--- config.mk ---
export PLATFORM = sky130hd
export DESIGN_NAME = sincos_phase_gen
export DESIGN_NICKNAME = d
export VERILOG_FILES = /design/src/rtl/sincos_phase_gen.sv
export SDC_FILE = /design/constraint.sdc
export NUM_CORES = 1
export LEC_CHECK = 0
export ABC_AREA = 1
export ABC_CLOCK_PERIOD_IN_PS = 5720
export BUFFER_PORTS_ARGS = -buffer_cell sky130_fd_sc_hd__buf_2
export CAP_MARGIN = 20
export CORE_MARGIN = 2
export CORE_UTILIZATION = 58
export CTS_CLUSTER_DIAMETER = 120
export DETAILED_ROUTE_END_ITERATION = 8
export PLACE_DENSITY_LB_ADDON = 0.05
export SLEW_MARGIN = 15
export SYNTH_ARGS = -nofsm -noshare
export SYNTH_HDL_FRONTEND = slang
export SYNTH_SLANG_ARGS = --single-unit
--- constraint.sdc ---
create_clock -name clk -period 5.72 [get_ports clk]
set_input_delay 0.572 -clock clk [delete_from_list [all_inputs] [get_ports clk]]
set_output_delay 0.572 -clock clk [all_outputs]
set_load 0.03 [all_outputs]
--- src/rtl/sincos_phase_gen.sv ---
// Phase-accumulator NCO feeding the sin/cos block; optional IQ pairing under SINCOS_PHASE_IQ_EN.
// Latency: first sample valid one cycle after the edge following the start edge; registered outputs.
// Backpressure: hold_i stalls emission (acc/count frozen); stop_i aborts to IDLE without done_o.
module sincos_phase_gen #(
    parameter int PHASE_W = 47,
    parameter int CNT_W   = 16
) (
    input  logic               clk,
    input  logic               resetn,
    input  logic               start_i,
    input  logic               stop_i,
    input  logic               hold_i,
    input  logic [PHASE_W-1:0] freq_word_i,
    input  logic [PHASE_W-1:0] phase_ofs_i,
    input  logic [CNT_W-1:0]   burst_len_i,
    input  logic               mode_cos_i,
    output logic [PHASE_W-1:0] phase_o,
    output logic               mode_cos_o,
    output logic               valid_o,
    output logic               busy_o,
    output logic               done_o
);

    typedef enum logic [1:0] {
        IDLE = 2'd0,
        RUN  = 2'd1,
        DONE = 2'd2
    } state_t;

    state_t             state_q, state_d;
    logic [PHASE_W-1:0] acc_q, acc_d;
    logic [CNT_W-1:0]   cnt_q, cnt_d;
    logic               counted_q, counted_d;
    logic               cos_beat_q, cos_beat_d;
    logic [PHASE_W-1:0] phase_d;
    logic               mode_d;
    logic               valid_d;
    logic               done_d;
    logic               busy_d;

`ifdef SINCOS_PHASE_IQ_EN
    // The pair order fixes the cosine select, so the external select is not used.
    logic unused_mode_cos;
    assign unused_mode_cos = mode_cos_i;
`endif

    always_comb begin
        state_d    = state_q;
        acc_d      = acc_q;
        cnt_d      = cnt_q;
        counted_d  = counted_q;
        cos_beat_d = cos_beat_q;
        phase_d    = phase_o;
        mode_d     = mode_cos_o;
        valid_d    = 1'b0;
        done_d     = 1'b0;

        case (state_q)
            IDLE: begin
                if (start_i && !stop_i) begin
                    acc_d      = phase_ofs_i;
                    cnt_d      = burst_len_i;
                    counted_d  = (burst_len_i != '0);
                    cos_beat_d = 1'b0;
                    state_d    = RUN;
                end
            end
            RUN: begin
                if (stop_i) begin
                    cos_beat_d = 1'b0;
                    state_d    = IDLE;
                end else if (counted_q && (cnt_q == '0)) begin
                    // Last sample is already on the outputs; finish regardless of hold.
                    done_d  = 1'b1;
                    state_d = DONE;
                end else if (!hold_i) begin
                    phase_d = acc_q;
                    valid_d = 1'b1;
`ifdef SINCOS_PHASE_IQ_EN
                    mode_d = cos_beat_q;
                    if (cos_beat_q) begin
                        acc_d      = acc_q + freq_word_i;
                        cos_beat_d = 1'b0;
                        if (counted_q) begin
                            cnt_d = cnt_q - CNT_W'(1);
                        end
                    end else begin
                        cos_beat_d = 1'b1;
                    end
`else
                    mode_d = mode_cos_i;
                    acc_d  = acc_q + freq_word_i;
                    if (counted_q) begin
                        cnt_d = cnt_q - CNT_W'(1);
                    end
`endif
                end
            end
            DONE: begin
                state_d = IDLE;
            end
            default: begin
                state_d = IDLE;
            end
        endcase

        busy_d = (state_d == RUN);
    end

    always_ff @(posedge clk or negedge resetn) begin
        if (!resetn) begin
            state_q    <= IDLE;
            acc_q      <= '0;
            cnt_q      <= '0;
            counted_q  <= 1'b0;
            cos_beat_q <= 1'b0;
        end else begin
            state_q    <= state_d;
            acc_q      <= acc_d;
            cnt_q      <= cnt_d;
            counted_q  <= counted_d;
            cos_beat_q <= cos_beat_d;
        end
    end

    always_ff @(posedge clk or negedge resetn) begin
        if (!resetn) begin
            phase_o    <= '0;
            mode_cos_o <= 1'b0;
            valid_o    <= 1'b0;
            busy_o     <= 1'b0;
            done_o     <= 1'b0;
        end else begin
            phase_o    <= phase_d;
            mode_cos_o <= mode_d;
            valid_o    <= valid_d;
            busy_o     <= busy_d;
            done_o     <= done_d;
        end
    end

endmodule
== After elaboration in Yosys (flattened, before gate mapping) ==
Index checks and enable logic that the tools add are counted.

* RAM bits: 0
* Bits in read-only memories: 0
* Memories kept: 0
* Bits in latches: 0
* Output and inout bits: 51
* Input bits: 116
* Register bits: 117

* Mux-type cells: 22
* Bitwise gates (word level): 3
* Shift-type cells: 0
* Reduce and logical (&&, ||, !) cells: 11
* $lt $le $gt $ge: 0
* Add/subtract/negate cells: 2
* Multipliers: 0
* Div/mod/pow operators: 0
* Eq/ne operators: 7

{| class="wikitable"
|+ Operators by type and width
! cell !! number
|-
| 47-bit 2-to-1 mux || 4
|-
| 47-bit one-hot mux with 2 select lines || 1
|-
| 16-bit 2-to-1 mux || 5
|-
| 47-bit adder || 1
|-
| 16-bit one-hot mux with 2 select lines || 1
|-
| 16-bit logical NOT || 1
|-
| 16-bit nonzero test || 1
|-
| 16-bit by 1-bit subtractor with 16-bit output, second input constant || 1
|-
| 2-bit != test, second input constant || 5
|-
| 1-bit 2-to-1 mux || 7
|-
| 2-bit 2-to-1 mux || 3
|-
| 6-bit AND reduction || 1
|-
| 5-bit AND reduction || 1
|-
| 2-bit by 1-bit equality test with 1-bit output, second input constant || 2
|-
| 2-bit one-hot mux with 2 select lines || 1
|-
| 4-bit AND reduction || 1
|-
| 1-bit inverter || 3
|-
| 1-bit logical AND || 2
|-
| 2-bit logical NOT || 1
|-
| 2-bit AND reduction || 1
|-
| 2-bit nonzero test || 1
|-
| 1-bit logical NOT || 1
|}

== Longest topological paths before layout ==
* Depth after elaboration: 6
* Depth in mapped cells: 16
* Depth with buffers taken out: 16

== Least setup slack after synthesis ==
No wires, ideal clock.

* Kind: input -> register
* Start: input port freq_word_i[0]
* End: register acc_q[32]
* Setup time: 116 ps
* Slack: 3554 ps
* Arrival: 2050 ps
* Buffers on the path: 0
* Stages: 15
* Cells stage by stage: ha_1 inv_1 fa_1 inv_1 nand2_1 nand2_1 nand3_1 nand2_1 nand2_1 nand3_1 nand2_1 nand3_1 nand3_1 nand2_1 nand2_1

* Cells in the longest elaborated chain, start to end: 5

{| class="wikitable"
|+ RTL lines
! item !! line !! RTL
|-
| from (decl) || 13 || <nowiki>input logic [PHASE_W-1:0] freq_word_i,</nowiki>
|-
| 47-bit adder || 92 || <nowiki>acc_d = acc_q + freq_word_i;</nowiki>
|-
| 47-bit 2-to-1 mux || 76 || <nowiki>end else if (!hold_i) begin</nowiki>
|-
| 47-bit 2-to-1 mux || 72 || <nowiki>end else if (counted_q && (cnt_q == '0)) begin</nowiki>
|-
| 47-bit 2-to-1 mux || 69 || <nowiki>if (stop_i) begin</nowiki>
|-
| 47-bit one-hot mux with 2 select lines || 58 || <nowiki>case (state_q)</nowiki>
|-
| to (signal assigned) || 113 || <nowiki>acc_q <= '0;</nowiki>
|-
| to (signal assigned) || 119 || <nowiki>acc_q <= acc_d;</nowiki>
|-
| to (decl) || 31 || <nowiki>logic [PHASE_W-1:0] acc_q, acc_d;</nowiki>
|}

No other way between the ends. The select of a mux whose other input is x is not followed.
A chain may end at the register's enable or synchronous reset.

== Final worst setup path ==
* Start: register state_q[0]
* End: register acc_q[21]

* Cells in the longest elaborated chain, start to end: 3

{| class="wikitable"
|+ RTL lines
! item !! line !! RTL
|-
| from (decl) || 30 || <nowiki>state_t state_q, state_d;</nowiki>
|-
| from (signal assigned) || 118 || <nowiki>state_q <= state_d;</nowiki>
|-
| 2-bit by 1-bit equality test with 1-bit output / 2-bit logical NOT (equally long branches) || 58 ||
|-
| 2-bit != test (no line) / 2-bit nonzero test (equally long branches) || - ||
|-
| 5-bit AND reduction (no line) || - ||
|}

Parallel ways exist; a longest one is shown, timed or not.

==> metrics.txt <==
worst slew pin tran 1.04 ns; Via density 5.13; fraction of the yosys area taken by sequential cells 31.5%; first-pass GRT wire length 43,100 um; DRC Markers 0; post-layout minimum cycle time 3.53 ns; post-CTS setup buffer count 0; leak pwr 0.00642 uW; via count of the first global-routing pass 9,177; register bit total from synthesis 117; hold_buf cts 0; final-report max-slew violation count 0; maximum vdd ir drop 0.000226 V; Cell variety after synth 40; Mapped Cells 1,542; area growth from synthesis to layout 17.2%; max-cap violations 0; Critical Path AT 3.87 ns; clk slew on worst S/H paths 0.06 ns; fillers 1,495; Ys Warns 0; WL/cell 13.9 um; Worst Path Class, Setup flop to flop; crit-path max FO 61; Hold Vio Cnt, Final 0; Die Height 131 um; HPWL Detailed 20,200 um; hold crit path type primary input to asynchronous set/reset pin; # IOs 167; normalized max-slew margin 30.4%; TritonCTS clock tree done; clk buf depth 2; total global-route track usage 32.2%; Post-Place Cell Area 10,300 um2; drt initial violations 728; power consumption 4760 uW; setup total negative slack 0 ns; DR vias 9,880; Layout Skew 0.0110 ns; P per Cell Area 437 nW/um2; Sink Count 117; RSZ-0062 raised after global routing no; fin cells 1,925; worst-skew pair later-pin latency 0.43 ns; Startpoint Class flop; Setup violations, final 0; share of layout cells above drive strength 1 12.9%; die area 17,000 um2; antenna-violating nets left 0; Die W 131 um; gpl congestion 0.946; CTS resizes 0; post-layout instance area 10,900 um2; syn avg cell area 6.02 um2; Synth Net Count 1,707; drt total wl 26,800 um; fmax 0.283 GHz; Req. time, crit path 6.06 ns; Clock Root Buffer clkbuf_16; ANT cells 0; mapped cell area 9290 um2; row cnt 46; total grt overflow 0; largest net degree at the start of global routing 75; initial antenna violation count 0; Placed Instances 1,893; core region area 15,800 um2; status finished, final reports clean; CP endpoint kind flop; Tcrit/Tclk final 61.8%; initial core utilization 58.9%; CTS Buf Count 17; IO buf count 166; drt pass-1 iters 6; H-tree Lvls 4; Final Net Count 1,861
==> cell type report <==
cell class / count / area (um2) / share of cell area [%]
Sequential cell: 117 / 2930 / 26.9
Tap cell: 216 / 270 / 2.48
Clock buffer: 19 / 443 / 4.07
Timing Repair Buffer: 170 / 863 / 7.93
Inverter: 255 / 961 / 8.83
Multi-Input combinational cell: 1135 / 5230 / 48.0
Clock inverter: 13 / 193 / 1.77
==> metal layers <==
layer	track usage, %	wire [um]	vias up
met2	53.8	12200	375
met3	5.33	2020	57
met1	42.3	11900	4395
met4	11.6	754	0
met5	0	0	-
li1	-	-	5053
==> layout by cell type (no fill, tap or decap), types with 2 or more instances in the layout <==
| cell type | netlist | final |
|---|---|---|
| nand2_1 | 620 | 620 |
| inv_1 | 250 | 250 |
| nor2_4 | 1 | 2 |
| bufinv_16 | 0 | 4 |
| inv_2 | 3 | 3 |
| clkinv_2 | 1 | 2 |
| a21o_1 | 2 | 2 |
| clkbuf_16 | 0 | 17 |
| o21ai_1 | 7 | 7 |
| xor2_1 | 8 | 8 |
| nand3_1 | 83 | 83 |
| nor3_1 | 13 | 13 |
| clkinvlp_4 | 0 | 2 |
| inv_6 | 0 | 5 |
| buf_2 | 10 | 165 |
| o21ai_0 | 36 | 36 |
| nor2_1 | 175 | 175 |
| nor4_1 | 5 | 5 |
| ha_1 | 48 | 48 |
| a21oi_1 | 81 | 81 |
| o21bai_1 | 6 | 6 |
| xnor2_1 | 2 | 2 |
| a31oi_1 | 11 | 11 |
| buf_4 | 2 | 5 |
| nand4_1 | 13 | 13 |
| or2_2 | 6 | 6 |
| o211ai_1 | 4 | 4 |
| dfrtp_1 | 117 | 117 |
| nor2_2 | 3 | 2 |
==> worst paths after layout <==
| path | from | end | slack [ns] | cells past startpoint |
|---|---|---|---|---|
| max | state_q[0] | acc_q[21] | 2.19 | 10 |
| max reg2reg | state_q[0] | acc_q[21] | 2.19 | 10 |
| min | resetn | phase_o[8] | 0.19 | 1 |
| min in group clk | mode_cos_i | mode_cos_o | 0.34 | 3 |
| max in group asynchronous | resetn | acc_q[41] | 4.28 | 2 |
| min reg2reg | phase_o[25] | phase_o[25] | 0.47 | 2 |
==> state kept, by name (all words and copies together) (netlist names) <==
| signal | flops |
|---|---|
| done_o | 1 |
| counted_q | 1 |
| busy_o | 1 |
| mode_cos_o | 1 |
| valid_o | 1 |
| acc_q | 47 |
| phase_o | 47 |
| state_q | 2 |
| cnt_q | 16 |
==> synthesized netlist by cell type, drive strengths merged <==
library cell,n,area (um2)
and2,1,6.26
o21ai,44,231
nor2,179,687
clkinv,1,5.00
a32oi,1,8.76
nor4,5,31.3
a21oi,81,405
fa,1,20.0
buf,20,118
o21bai,6,45.0
nand3b,1,7.51
a31oi,12,81.3
nand3,84,425
inv,254,956
o22ai,1,6.26
nor3,13,65.1
ha,48,601
or2,6,37.5
nand2,622,2340
o31ai,1,7.51
clkbuf,15,56.3
o211ai,4,30.0
dfrtp,117,2930
a21o,2,15.0
xor2,8,70.1
xnor2,2,17.5
nand4,13,81.3
==> stage by stage <==
stage                     setup slack, ns  utilization (%)  hold WS [ns]
after floorplan                      3.55                -         0.276
after global placement               2.32             65.0         0.456
after detailed placement             2.22             65.0         0.459
after CTS                            2.15             69.0         0.223
after global routing                 1.87             69.0         0.273
final                                2.19             69.0         0.193
==> report_power, final <==
part | internal, uW | switching, uW | leakage, uW | total (uW)
Clock | 748 | 436 | 0.000305 | 1180
Sequential | 1090 | 193 | 0.00142 | 1280
Combinational | 734 | 1560 | 0.00470 | 2290
Total | 2570 | 2190 | 0.00642 | 4760
==> critical path, stage by stage, from the launching register on <==
cell	delay (ns)
dfrtp_1	0.38
inv_2	0.10
nor2_4	0.04
inv_2	0.75
nor2_2	0.09
nand3_2	0.11
buf_4	0.53
nand2_4	0.43
clkinv_2	0.68
a21oi_1	0.09
a21oi_1	0.20
==> logic make-up (layout without fill, tap and decap cells) <==
family                   after synthesis  count (layout)  synth area share [%]
buffers and inverters                290             457                  12.2
AO/OA/AOI/OAI                        152             152                  8.95
AND/OR/NAND/NOR                      924             924                  39.7
XOR/XNOR                              10              10                 0.943
flip-flops                           117             117                  31.5
adder cells (fa/ha/maj)               49              49                  6.68
Note: power is estimated with default switching activity, not from simulation.
